**src/rtl/mdu.sv**
```systemverilog
// mdu -- iterative multiply/divide unit with HI/LO result registers.
//
// Multiplies (MULT/MULTU) use a 32-step shift-add and divides (DIV/DIVU) use
// a 32-step restoring subtract. Each step takes one clock. Both operate on
// operand magnitudes, and the result signs are fixed when the operation
// completes. MTHI/MTLO copy A into HI or LO in a single cycle.
//
// Build option:
//   MDU_DIV_EN  defined   -> the divider is built and DIV/DIVU are executed
//               undefined -> no divider logic; DIV/DIVU behave as NOP
//
// Ports:
//   clk     in   clock, rising edge
//   rstn    in   asynchronous active-low reset
//   A       in   32b rs operand (dividend / multiplicand / MTHI-MTLO source)
//   B       in   32b rt operand (divisor / multiplier)
//   MDUOp   in   3b op: 001 MULT, 010 MULTU, 011 DIV, 100 DIVU,
//                101 MTHI, 110 MTLO, 000/111 NOP
//   start   in   qualifies MDUOp
//   cancel  in   aborts a running operation; HI/LO stay unchanged
//   busy    out  high while an iterative operation runs (32 cycles)
//   HI      out  high product word / remainder
//   LO      out  low product word / quotient
//
// state | meaning
// IDLE  | waiting for start; MTHI/MTLO are handled here
// RUN   | one iteration per cycle; HI/LO are written on the 32nd cycle
module mdu (
  input  logic        clk,
  input  logic        rstn,
  input  logic [31:0] A,
  input  logic [31:0] B,
  input  logic [2:0]  MDUOp,
  input  logic        start,
  input  logic        cancel,
  output logic        busy,
  output logic [31:0] HI,
  output logic [31:0] LO
);

  localparam logic [2:0] OP_MULT  = 3'b001;
  localparam logic [2:0] OP_MULTU = 3'b010;
  localparam logic [2:0] OP_DIV   = 3'b011;
  localparam logic [2:0] OP_DIVU  = 3'b100;
  localparam logic [2:0] OP_MTHI  = 3'b101;
  localparam logic [2:0] OP_MTLO  = 3'b110;

  typedef enum logic {IDLE, RUN} state_t;

  state_t      state_q;
  logic [4:0]  cnt_q;
  logic        busy_q;
  logic [31:0] hi_q, lo_q;
  // multiply: {partial product high, multiplier / product low}
  // divide:   {partial remainder, dividend / quotient}
  logic [63:0] work_q;
  logic [31:0] opb_q;      // multiplicand or divisor magnitude
  logic        neg_res_q;  // negate the product or quotient at completion

  logic        is_mul_op, launch, ld_sgn;
  logic [31:0] a_mag, b_mag;
  logic [32:0] mul_sum;
  logic [63:0] work_d, mul_prod;
  logic [31:0] res_hi, res_lo;

`ifdef MDU_DIV_EN
  logic        div_q, neg_rem_q, bzero_q;
  logic [31:0] a_q;        // raw dividend; HI on divide by zero
  logic        is_div_op;
  logic [32:0] div_shift, div_diff;
`endif

  assign is_mul_op = (MDUOp == OP_MULT) || (MDUOp == OP_MULTU);
`ifdef MDU_DIV_EN
  assign is_div_op = (MDUOp == OP_DIV) || (MDUOp == OP_DIVU);
  assign launch    = is_mul_op || is_div_op;
`else
  assign launch    = is_mul_op;
`endif

  assign ld_sgn = (MDUOp == OP_MULT) || (MDUOp == OP_DIV);
  assign a_mag  = (ld_sgn && A[31]) ? (32'd0 - A) : A;
  assign b_mag  = (ld_sgn && B[31]) ? (32'd0 - B) : B;

  always_comb begin
    mul_sum = {1'b0, work_q[63:32]} + (work_q[0] ? {1'b0, opb_q} : 33'd0);
    work_d  = {mul_sum, work_q[31:1]};
`ifdef MDU_DIV_EN
    div_shift = {work_q[63:32], work_q[31]};
    div_diff  = div_shift - {1'b0, opb_q};
    if (div_q) begin
      // A borrow in bit 32 means the divisor did not fit, so the shifted
      // remainder is kept (restored).
      if (div_diff[32]) work_d = {div_shift[31:0], work_q[30:0], 1'b0};
      else              work_d = {div_diff[31:0],  work_q[30:0], 1'b1};
    end
`endif
  end

  always_comb begin
    mul_prod = neg_res_q ? (64'd0 - work_d) : work_d;
    res_hi   = mul_prod[63:32];
    res_lo   = mul_prod[31:0];
`ifdef MDU_DIV_EN
    if (div_q) begin
      if (bzero_q) begin
        res_hi = a_q;
        res_lo = 32'hFFFF_FFFF;
      end else begin
        res_lo = neg_res_q ? (32'd0 - work_d[31:0])  : work_d[31:0];
        res_hi = neg_rem_q ? (32'd0 - work_d[63:32]) : work_d[63:32];
      end
    end
`endif
  end

  always_ff @(posedge clk or negedge rstn) begin
    if (!rstn) begin
      state_q   <= IDLE;
      cnt_q     <= '0;
      busy_q    <= 1'b0;
      hi_q      <= '0;
      lo_q      <= '0;
      work_q    <= '0;
      opb_q     <= '0;
      neg_res_q <= 1'b0;
`ifdef MDU_DIV_EN
      div_q     <= 1'b0;
      neg_rem_q <= 1'b0;
      bzero_q   <= 1'b0;
      a_q       <= '0;
`endif
    end else begin
      case (state_q)
        IDLE: begin
          if (start && !cancel) begin
            if (launch) begin
              state_q   <= RUN;
              busy_q    <= 1'b1;
              cnt_q     <= '0;
              neg_res_q <= ld_sgn && (A[31] ^ B[31]);
              opb_q     <= a_mag;
              work_q    <= {32'd0, b_mag};
`ifdef MDU_DIV_EN
              div_q     <= is_div_op;
              neg_rem_q <= ld_sgn && A[31];
              bzero_q   <= (B == 32'd0);
              a_q       <= A;
              if (is_div_op) begin
                opb_q  <= b_mag;
                work_q <= {32'd0, a_mag};
              end
`endif
            end else if (MDUOp == OP_MTHI) begin
              hi_q <= A;
            end else if (MDUOp == OP_MTLO) begin
              lo_q <= A;
            end
          end
        end
        RUN: begin
          if (cancel) begin
            state_q <= IDLE;
            busy_q  <= 1'b0;
          end else begin
            work_q <= work_d;
            cnt_q  <= cnt_q + 5'd1;
            if (cnt_q == 5'd31) begin
              state_q <= IDLE;
              busy_q  <= 1'b0;
              hi_q    <= res_hi;
              lo_q    <= res_lo;
            end
          end
        end
        default: state_q <= IDLE;
      endcase
    end
  end

  assign busy = busy_q;
  assign HI   = hi_q;
  assign LO   = lo_q;

endmodule

```
**config.mk**
```make
export PLATFORM = sky130hd
export DESIGN_NAME = mdu
export DESIGN_NICKNAME = d
export VERILOG_FILES = /design/src/rtl/mdu.sv
export SDC_FILE = /design/constraint.sdc
export NUM_CORES = 1
export LEC_CHECK = 0
export CORE_ASPECT_RATIO = 1.1
export CORE_MARGIN = 5
export CORE_UTILIZATION = 50
export DETAILED_ROUTE_END_ITERATION = 10
export GPL_TIMING_DRIVEN = 0
export HOLD_SLACK_MARGIN = 0.1
export PLACE_DENSITY = 0.7
export SETUP_SLACK_MARGIN = 0.5
export SLEW_MARGIN = 10
export SYNTH_ARGS = -nofsm -noshare
export SYNTH_HDL_FRONTEND = slang
export SYNTH_SLANG_ARGS = --single-unit
```
**constraint.sdc**
```tcl
create_clock -name clk -period 4.9 [get_ports clk]
set_input_delay 0.98 -clock clk [delete_from_list [all_inputs] [get_ports clk]]
set_output_delay 0.98 -clock clk [all_outputs]
set_load 0.03 [all_outputs]
```
# [After elaboration in Yosys (flattened, before gate mapping)]
# Cells that the tools add are included.
[totals] wordCells=77 regBits=168 output_inout_bits=65 inputBits=71
[op_classes] muxes=35 add_sub_neg=5 n_reduce_logical=12 bitwise_logic=2 eq_ne=15
[op_table] operator="32-bit 2-to-1 mux" n=14
[op_table] operator="64-bit 2-to-1 mux" n=4
[op_table] operator="32-bit one-hot mux with 2 select lines" n=2
[op_table] operator="64-bit one-hot mux with 2 select lines" n=1
[op_table] operator="1-bit by 32-bit subtractor with 32-bit output (first input constant)" n=2
[op_table] operator="1-bit by 64-bit subtractor with 64-bit output (first input constant)" n=1
[op_table] operator="32-bit by 32-bit adder with 33-bit output" n=1
[op_table] operator="5-bit 2-to-1 mux" n=3
[op_table] operator="2-bit inequality test (second input constant)" n=7
[op_table] operator="5-bit one-hot mux with 2 select lines" n=1
[op_table] operator="3-bit AND reduction" n=3
[op_table] operator="1-bit 2-to-1 mux" n=8
[op_table] operator="3-bit by 2-bit equality test with 1-bit output (second input constant)" n=2
[op_table] operator="3-bit equality test (second input constant)" n=2
[op_table] operator="6-bit AND reduction" n=1
[op_table] operator="5-bit by 1-bit adder with 5-bit output (second input constant)" n=1
[op_table] operator="5-bit equality test (second input constant)" n=1
[op_table] operator="5-bit AND reduction" n=1
[op_table] operator="1-bit logical AND" n=4
[op_table] operator="1-bit one-hot mux with 2 select lines" n=2
[op_table] operator="3-bit by 1-bit equality test with 1-bit output (second input constant)" n=1
[op_table] operator="3-bit by 2-bit inequality test with 1-bit output (second input constant)" n=1
[op_table] operator="1-bit logical OR" n=2
[op_table] operator="2-bit by 1-bit inequality test with 1-bit output (second input constant)" n=1
[op_table] operator="other kinds (3)" n=3

# [Longest topological paths before layout]
[depth] word_depth=7 depth_mapped=16 mapped_depth_nobuf=14

# [Worst setup path before layout]
# Ideal clock, no wire load.
[synth_timing] kind="register to register" from="register work_q[0]" to="register hi_q[26], in the netlist HI[26]" path_buffers=1 setup_ns=0.120 stages_incl_launch_ff=15 t_arrival_ns=4.363 t_required_ns=4.780 period_less_slack_ns=4.483 path_slack_ns=0.417 cell_sequence="dfrtp_1 > clkbuf_1 > and2_1 > ha_1 > fa_1 > a211o_1 > a221oi_1 > xnor2_1 > o41ai_1 > nand3b_1 > nor4_4 > nand4_2 > or4_4 > a211oi_2 > and3b_1"
[synth_between] elab_chain_len=7
[synth_rtl] item="start: declaration" line_no="56" text="logic [63:0] work_q;"
[synth_rtl] item="start signal: assignment" line_no="143" text="work_q <= {32'd0, b_mag};"
[synth_rtl] item="start signal: assignment" line_no="166" text="work_q <= work_d;"
[synth_rtl] item="32-bit 2-to-1 mux (*)" line_no="86" text="mul_sum = {1'b0, work_q[63:32]} + (work_q[0] ? {1'b0, opb_q} : 33'd0);"
[synth_rtl] item="32-bit by 32-bit adder with 33-bit output (*)" line_no="86"
[synth_rtl] item="1-bit by 64-bit subtractor with 64-bit output" line_no="101" text="mul_prod = neg_res_q ? (64'd0 - work_d) : work_d;"
[synth_rtl] item="64-bit 2-to-1 mux (*)" line_no="101"
[synth_rtl] item="32-bit 2-to-1 mux (*)" line_no="168" text="if (cnt_q == 5'd31) begin"
[synth_rtl] item="32-bit 2-to-1 mux (*)" line_no="162" text="if (cancel) begin"
[synth_rtl] item="32-bit one-hot mux with 2 select lines (*)" line_no="134" text="case (state_q)"
[synth_rtl] item="end signal: assignment" line_no="171" text="hi_q <= res_hi;"
[synth_rtl] item="end: declaration" line_no="53" text="logic [31:0] hi_q, lo_q;"
# Every way passes the cells marked *; elsewhere a longest branch is shown, timed or not. The select of a mux whose other input is x is not followed.
# A chain may end at the register's enable or synchronous reset.

# [Worst setup path after layout]
# Ends and elaborated chain as after synthesis.

==> results.sh <==
export IMPL_dpl_cell_area_mm2=0.0132
export IMPL_netSwitchingFraction=0.412
export IMPL_p_comb_frac=0.435
export IMPL_area_delta_synth_final_pct=28.9
export IMPL_cts_htree_levels=4
export IMPL_vias_per_cell=6.18
export IMPL_maximum_number_of_pins_on_one_net_before_global_route_repair=90
export IMPL_worst_endpoint_required_ns=5.23
export IMPL_totalWireLength_um=41400
export IMPL_min_path_type="flop to flop"
export IMPL_finClkSkew_ns=0.0142
export IMPL_io_pins=136
export IMPL_yosys_most_used_dff="sky130_fd_sc_hd__dfrtp_1"
export IMPL_power_clock_fraction=0.228
export IMPL_core_rowCount=58
export IMPL_diodes=0
export IMPL_setup_slack_ns=0.398
export IMPL_yosys_top_cells_count="sky130_fd_sc_hd__o21ai_0 (189), sky130_fd_sc_hd__dfrtp_1 (168), sky130_fd_sc_hd__nand2_1 (167), sky130_fd_sc_hd__a21oi_1 (92), sky130_fd_sc_hd__nor2_1 (78)"
export IMPL_endpoint_kind="flop"
export IMPL_power_frac_seq=0.337
export IMPL_cts_made_buffers=17
export IMPL_hpwl_um=30900
export IMPL_final_cycle_share=0.919
export IMPL_antenna_violations_before_repair=3
export IMPL_maxCapViolations=0
export IMPL_drt_antenna_violating_nets=0
export IMPL_synth_compound_area_frac=0.258
export IMPL_synth_area_mm2=0.0115
export IMPL_grt_pass1_vias=11538
export IMPL_finish_net_count=1685
export IMPL_yosys_synthesis_warning_count=0
export IMPL_vdd_drop_max_mv=0.222
export IMPL_clock_sinks=168
export IMPL_synth_simple_gate_area_share=0.187
export IMPL_dpl_worst_slack_ns=-0.409
export IMPL_number_of_buffer_cells_added_on_primary_ports=135
export IMPL_post_synth_fa_ha_maj_area_fraction=0.0421
export IMPL_core_area_mm2=0.0227
export IMPL_synth_seq_area_share=0.366
export IMPL_path_class="flop to flop"
export IMPL_yosys_top_cells_area="sky130_fd_sc_hd__dfrtp_1 (37%), sky130_fd_sc_hd__o21ai_0 (8.2%), sky130_fd_sc_hd__xor2_1 (5.9%)"
export IMPL_gpl_final_weighted_congestion=0.930
export IMPL_post_synth_inst_count=1368
export IMPL_final_period_demand_of_the_worst_path_ns=4.50
export IMPL_fraction_of_layout_cells_with_a_size_suffix_above_1=0.126
export IMPL_total_global_routing_track_utilization=0.308
export IMPL_setup_worst_path_start_class="flop"
export IMPL_grt_remaining_overflow=0
export IMPL_clockRootBuffer="sky130_fd_sc_hd__clkbuf_16"
export IMPL_post_synth_top_count_cell="sky130_fd_sc_hd__o21ai_0"
export IMPL_share_of_the_synthesized_netlist_area_taken_by_xor_and_xnor_gates=0.106
export IMPL_drt_pass1_iter_count=6
export IMPL_syn_num_nets=1477
export IMPL_final_hold_viol_count=0
export IMPL_first_iter_violations=1051
export IMPL_route_detailed_drc=0
export IMPL_synth_async_sr_flop_share=1.00
export IMPL_finish_stage_setup_viols=0
export IMPL_floorplan_die_width_um=154
export IMPL_leakagePower_nw=6.31
export IMPL_slew_limit_headroom=0.269
export IMPL_vias=11679
export IMPL_final_instance_count_excl_fill=1889
export IMPL_number_of_flops_mapped_to_enable_cells_by_yosys=0
export IMPL_ys_ff_latch=168
export IMPL_routedWlPerCell_um=21.9
export IMPL_place_inst=1804
export IMPL_p_sw_w=0.00243
export IMPL_worst_ep_arrival_time_ns=4.83
export IMPL_path_clk_slew_ns=0.08
export IMPL_clk_latency_ns=0.44
export IMPL_die_area_mm2=0.0261
export IMPL_internal_power_w=0.00348
export IMPL_design_area_mm2=0.0148
export IMPL_worst_slew_pin_slew_ns=1.09
export IMPL_holdBufCountCts=0
export IMPL_fmax_mhz=222
export IMPL_crit_fanout=5
export IMPL_rsz0062_at_grt="yes"
export IMPL_yosys_area_top_type="sky130_fd_sc_hd__dfrtp_1"
export IMPL_yosysTopAreaCellShare=0.366
export IMPL_chipHeight_um=169
export IMPL_finalPower_w=0.00591
export IMPL_synth_mux_area_frac=0.00621
export IMPL_tritoncts="done"
export IMPL_synthesis_area_per_instance_um2=8.39
export IMPL_grt_pass1_wl_um=63000
export IMPL_max_clock_path_buffers=2
export IMPL_status="finished, final reports clean"
export IMPL_final_max_slew_violation_count=0
export IMPL_yosys_cell_types_count=72
export IMPL_power_density_mw_per_mm2=400
export IMPL_initial_utilization=0.505
export IMPL_dominant_combinational_cell_family_by_area_after_synthesis="compound AO/OA/AOI/OAI gates"
-- critical path, cell delays in order (launching register included) --
cell                       delay [ns]
sky130_fd_sc_hd__dfrtp_2         0.48
sky130_fd_sc_hd__buf_8           0.14
sky130_fd_sc_hd__and2_4          0.13
sky130_fd_sc_hd__ha_4            0.16
sky130_fd_sc_hd__fa_2            0.35
sky130_fd_sc_hd__a211o_1         0.33
sky130_fd_sc_hd__a221o_1         0.43
sky130_fd_sc_hd__a31oi_4         0.22
sky130_fd_sc_hd__o21ai_2         0.10
sky130_fd_sc_hd__xor2_2          0.18
sky130_fd_sc_hd__or3_4           0.43
sky130_fd_sc_hd__nor4_4          0.38
sky130_fd_sc_hd__nand4_2         0.17
sky130_fd_sc_hd__or4_4           0.52
sky130_fd_sc_hd__a211oi_2        0.18
sky130_fd_sc_hd__and3b_1         0.19
-- logic make-up (layout without fill, tap and decap cells) --
| logic type | Yosys count | after routing |
|---|---|---|
| AOI/OAI and AO/OA | 483 | 483 |
| and+or+nand+nor | 431 | 431 |
| DFF | 168 | 168 |
| xor gates and xnor gates | 139 | 139 |
| buffers and inverters | 102 | 323 |
| adders and majority gates | 38 | 38 |
| muxes | 7 | 7 |
-- sequential cells by signal, indices dropped and copies added (netlist names) --
name and flops:
work_q 64, HI 32, LO 32, opb_q 32, cnt_q 5, busy 1, neg_res_q 1, state_q 1
-- final cells by class --
cell class | instances | area [um^2]
Fill cell | 1919 | 7920
Multi-Input combinational cell | 1098 | 7410
Sequential cell | 168 | 4210
Timing Repair Buffer | 189 | 1790
Clock buffer | 18 | 429
Tap cell | 300 | 375
Buffer | 83 | 367
Clock inverter | 14 | 151
Inverter | 19 | 71.3
-- per-stage QoR --
step,TNS (ns),hold WS (ns),util
floorplan,0,0.438,-
global placement,-709.20,0.450,0.582
detailed placement,-1.70,0.455,0.583
CTS,0,0.478,0.633
global route,0,0.488,0.651
finish,0,0.475,0.651
-- power by group through the flow --
stage          Sequential [W]  Combinational (W)  Clock [W]
5_1_grt               0.00203            0.00275    0.00140
3_3_place_gp          0.00200            0.00218          0
4_1_cts               0.00198            0.00239    0.00135
3_5_place_dp          0.00200            0.00220          0
6_report              0.00199            0.00257    0.00135
2_1_floorplan         0.00217            0.00119          0
-- cell usage in the layout (no fill, tap or decap), types with 7 or more instances in the layout --
cell type                         instances
sky130_fd_sc_hd__a21oi_1                 82
sky130_fd_sc_hd__a21oi_2                  9
sky130_fd_sc_hd__and2_1                  38
sky130_fd_sc_hd__nor2b_1                  7
sky130_fd_sc_hd__or3_1                   19
sky130_fd_sc_hd__nand2b_1                11
sky130_fd_sc_hd__inv_1                   19
sky130_fd_sc_hd__clkbuf_1                67
sky130_fd_sc_hd__clkbuf_2                 7
sky130_fd_sc_hd__o21ai_1                  8
sky130_fd_sc_hd__nand3_1                  9
sky130_fd_sc_hd__clkbuf_16               17
sky130_fd_sc_hd__xnor2_2                  8
sky130_fd_sc_hd__o41ai_1                  9
sky130_fd_sc_hd__o211ai_1                 7
sky130_fd_sc_hd__a31oi_1                  7
sky130_fd_sc_hd__nor3_1                  15
sky130_fd_sc_hd__nor4_1                  13
sky130_fd_sc_hd__or2_2                    7
sky130_fd_sc_hd__nand4_1                 12
sky130_fd_sc_hd__ha_1                    27
sky130_fd_sc_hd__xor2_1                  74
sky130_fd_sc_hd__nand2_1                167
sky130_fd_sc_hd__clkdlybuf4s50_1        134
sky130_fd_sc_hd__buf_4                   52
sky130_fd_sc_hd__a22o_1                  26
sky130_fd_sc_hd__nor2_1                  77
sky130_fd_sc_hd__a211oi_1                19
sky130_fd_sc_hd__o22ai_1                 28
sky130_fd_sc_hd__a22oi_1                 17
sky130_fd_sc_hd__a21o_1                  28
sky130_fd_sc_hd__o31ai_1                 18
sky130_fd_sc_hd__and3_1                  10
sky130_fd_sc_hd__dfrtp_1                167
sky130_fd_sc_hd__o21ai_2                  7
sky130_fd_sc_hd__o21ai_0                173
sky130_fd_sc_hd__xnor2_1                 54
-- layer usage --
layer,up-vias,part of all wire,track usage
li1,5372,-,-
met1,5676,0.39,0.378
met2,488,0.49,0.536
met3,139,0.064,0.0455
met4,4,0.049,0.140
met5,-,0.00060,0
-- path summary, 6_finish.rpt --
kind / to / slack (ns) / cells past startpoint / start
setup / recovery: HI[26]$_DFFE_PN0P_ / 0.40 / 15 / work_q[0]$_DFFE_PN0P_
hold / removal: opb_q[16]$_DFFE_PN0P_ / 0.47 / 2 / opb_q[16]$_DFFE_PN0P_
setup reg to reg: HI[26]$_DFFE_PN0P_ / 0.40 / 15 / work_q[0]$_DFFE_PN0P_
hold reg to reg: opb_q[16]$_DFFE_PN0P_ / 0.47 / 2 / opb_q[16]$_DFFE_PN0P_
max in group asynchronous: work_q[0]$_DFFE_PN0P_ / 3.47 / 2 / rstn
min in group asynchronous: work_q[43]$_DFFE_PN0P_ / 0.51 / 1 / rstn
-- repair_timing --
action | in CTS | in global routing
pin swaps | 30 | 37
resized for setup | 76 | 62
buffers inserted | 28 | 25
endpoints found under the setup margin | 22 | 16
No activity file was read; power rests on OpenSTA's default activity.
==> edit 1, RTL diff (config.mk and constraints unchanged) <==
Add a define of `MDU_DIV_EN`.
--- a/src/rtl/mdu.sv
+++ b/src/rtl/mdu.sv
@@ -25,6 +25,8 @@
 // state | meaning
 // IDLE  | waiting for start; MTHI/MTLO are handled here
 // RUN   | one iteration per cycle; HI/LO are written on the 32nd cycle
+`define MDU_DIV_EN
+
 module mdu (
   input  logic        clk,
   input  logic        rstn,
Check against the original RTL: not equivalent (a bounded check fails within 4 cycles, from zero or initial values and one cycle with rstn low).
==> edit 1 against the unedited design <==
- the flow now finishes with violations (setup timing)
- worst setup slack got worse by 0.69 ns
- hold slack got worse by 0.18 ns
- critical path depth rose by 12
- synthesized area rose by 58%
- routed wire length rose by 110%
- clock power rose by 47%
- highest routed layer is now met4
- total power rose to 2.8 times the old value
- sequential cell count rose by 35
- cell area rose by 60%
- via count rose by 79%
- critical path type unchanged
==> edit 1: results <==
outcome:
  outcome: "finished, violations left"
  violations: "setup timing"
layout:
  clkbuf_count: 32
  stdcell_area_um2: 23600
  seq_cell_count: 203
  nNonClkInverters: 68
  multi_input_area_um2: 13700
  nNonClkBuffers: 388
  layout.area.seq_um2: 5080
  fill_cells: 3148
  num_antenna_cells: 1
  nonClkBufAreaFrac_pct: 13.2
synthesis:
  synth_nets: 2517
  synthTopCellsByArea: "dfrtp_1 (28%), nand2_1 (7.9%), o21ai_0 (6.4%)"
  synth_seq_area_share_pct: 28.0
  synthCells: 2374
clock_tree:
  ctsResizeCount: 304
  insertion_delay_ns: 0.55
  htree_levels: 1
critical_path:
  timing.critical_path.to: "HI[20]$_DFFE_PN0P_"
  worstPathArrival_ns: 5.68
  path_max_fanout: 6
sta:
  setup_viol: 20
  fin_skew_ns: 0.0136
  worstMarginPinSlew_ns: 1.39
  worst_slack_ns: -0.294
route:
  wl_per_cell_um: 27.6
  routed.top_layer: "met4"
  wl_met2_um: 38800
  met1_length_um: 30600
  route.met3.wl_um: 8970
placed_design:
  place_congestion: 0.995
global_routing:
  antenna_found_initial: 2
  met2_usage_pct: 66.0
power:
  p_sw_mw: 8.50
  combPwrFrac_pct: 70.6
  p_leak_nw: 9.64
  total_power_mw: 16.4
## edit 1: kinds of logic after synthesis
logic type | after synthesis | synth area share, %
compound gates | 735 | 25.9
xor+xnor | 184 | 8.87
fa+ha+maj | 72 | 5.04
buf+inv | 221 | 4.77
flops | 203 | 28.0
mux | 95 | 5.42
simple gates | 864 | 22.0
## edit 1: worst reg2reg max path, cell delays in order (launching register included)
cell	delay, ns
dfrtp_2	0.43
inv_4	0.09
ha_4	0.15
inv_2	0.04
fa_2	0.34
a21o_1	0.20
a221o_2	0.44
a211oi_4	0.28
buf_6	0.17
buf_6	0.10
a2bb2oi_4	0.16
o211a_1	0.20
buf_8	0.16
buf_12	0.14
buf_12	0.10
clkbuf_16	0.12
nand2_4	0.05
a31oi_4	0.19
inv_2	0.07
ha_4	0.18
o211ai_1	0.21
nor2_1	0.13
nand4b_1	0.14
buf_6	0.18
o31ai_4	0.07
xor2_1	0.21
a221oi_2	0.38
mux2_4	0.22
==> edit 2, RTL diff (config.mk and constraints unchanged) <==
Without the edit above. Add an input register stage for `start` and `cancel`, without a reset; this delays them by one clock. The other inputs are not delayed to match.
--- a/src/rtl/mdu.sv
+++ b/src/rtl/mdu.sv
@@ -46,6 +46,14 @@
   localparam logic [2:0] OP_MTLO  = 3'b110;
 
   typedef enum logic {IDLE, RUN} state_t;
+
+  logic start_q;
+  logic cancel_q;
+
+  always_ff @(posedge clk) begin
+    start_q  <= start;
+    cancel_q <= cancel;
+  end
 
   state_t      state_q;
   logic [4:0]  cnt_q;
@@ -133,7 +141,7 @@
     end else begin
       case (state_q)
         IDLE: begin
-          if (start && !cancel) begin
+          if (start_q && !cancel_q) begin
             if (launch) begin
               state_q   <= RUN;
               busy_q    <= 1'b1;
@@ -159,7 +167,7 @@
           end
         end
         RUN: begin
-          if (cancel) begin
+          if (cancel_q) begin
             state_q <= IDLE;
             busy_q  <= 1'b0;
           end else begin
Behaviour: not the same (Yosys sat finds a counterexample within 4 cycles, from zero or initial values and one cycle with rstn low).
==> edit 2 against the unedited design <==
- sequential cell count increased by 2
- worst setup slack better by 0.092 ns
- cell area decreased by 1.7%
- synthesized area is 0.35% higher
- routed wire length shrank 1.3%
- sequential power increased by 3%
- largest power group unchanged
- total power is 2.9% higher
==> edit 2: results <==
critical_path:
  crit_start: "work_q[0]$_DFFE_PN0P_"
  slowest_stage: "dfrtp_2"
  r2r_setup_slack_ns: 0.49
  reg2reg_depth: 15
  worstPathArrival_ns: 4.75
  cpPeakStageDelay_ns: 0.48
  path_class: "flop to flop"
  path_max_fanout: 5
sta:
  tns_ns: 0
  fin_skew_ns: 0.0132
  relSlewSlack_pct: 23.7
route:
  drt_iter0_drc: 1076
  routed_wl_um: 40800
  vias: 11600
  vias_per_cell: 6.19
  firstDrtPassIters: 6
synthesis:
  synthTopCellsByArea: "dfrtp_1 (37%), o21ai_0 (8.2%), xor2_1 (5.9%)"
  synth_nets: 1479
  async_reset_ff_share_pct: 98.8
  synth_commonest_cells: "o21ai_0 (189), dfrtp_1 (168), nand2_1 (167)"
  avgSynthCellArea_um2: 8.41
  synth_cell_type_count: 73
  synth_warnings: 0
  synth_seq_area_share_pct: 36.9
global_routing:
  grt_max_degree: 100
  groute.usage.overall_pct: 30.6
  antenna_found_initial: 0
  grt_pass1_wl_um: 62900
  grt_pass1_vias: 11400
power:
  ir_drop_mv: 0.227
  p_sw_mw: 2.53
  cellPowerDensity_nw_per_um2: 419
  combPwrFrac_pct: 44.0
  p_leak_nw: 6.23
  seq_power_share_pct: 33.6
placed_design:
  portBuffers: 135
  place_area_um2: 13300
  place_congestion: 0.957
  dp.final_hpwl_um: 30700
  dp_cells: 1806
layout:
  final_nets: 1668
  fill_cells: 1986
  largest_register: "work_q"
  drive_gt1_share_pct: 9.92
  largest_reg_flops: 64
clock_tree:
  clockBufferDepth: 2
  cts_setup_buffers: 18
  cts_made_buffers: 17
  ctsResizeCount: 46
  clk_pin_slew_ns: 0.08
hold_path:
  hp-class: "input port to async pin"
outcome:
  outcome: "completed"
==> edit 2: cell count changes in the layout (fill, tap and decap cells not counted), sizes merged <==
cell    before  now
buf         65   44
clkbuf      91   93
dfxtp        0    2
clkinv       4    5
inv         28   27
==> edit 2: metrics by stage <==
stage,worst slack [ns],hold WS (ns)
6_report,0.490,0.476
5_1_grt,0.438,0.493
4_1_cts,0.508,0.479
3_5_place_dp,-0.432,0.462
3_3_place_gp,-4.30,0.455
2_1_floorplan,0.528,0.438
==> edit 2: logic make-up (layout without fill, tap and decap cells) <==
kind of cell             count (synthesis)  after routing  synth area share (%)
flip-flops                             170            170                  36.9
AND/OR/NAND/NOR                        431            431                  18.6
XOR/XNOR                               139            139                  10.6
AO/OA/AOI/OAI                          483            483                  25.7
multiplexers                             7              7                 0.619
buffers and inverters                  102            304                  3.40
adder cells (fa/ha/maj)                 38             38                  4.19
==> edit 2: layer usage <==
layer	vias to the layer above	routed length [um]	track usage, %	share of wire, %
met3	123	3040	4.69	7.4
met4	0	1970	14.8	4.8
met1	5610	16200	38.5	40
met2	509	19600	51.8	48
met5	-	0	0	0
li1	5338	-	-	-
==> edit 2: cell type report <==
class | count | area (um^2) | area share, %
buffer | 83 | 358 | 2.46
clock buffer | 18 | 429 | 2.95
clock inverter | 14 | 151 | 1.04
inverter | 19 | 71.3 | 0.491
multi-input combinational | 1098 | 7260 | 50.0
sequential | 170 | 4250 | 29.2
tap | 300 | 375 | 2.58
timing repair buffer | 170 | 1640 | 11.3
==> edit 2: worst max-delay path: cells and delay by family (launching register included) <==
family,cells,cell delay (ns)
adders and majority gates,2,0.52
DFF,1,0.48
buffers and inverters,1,0.14
xor gates and xnor gates,1,0.18
AOI/OAI and AO/OA,5,1.29
and+or+nand+nor,6,1.69
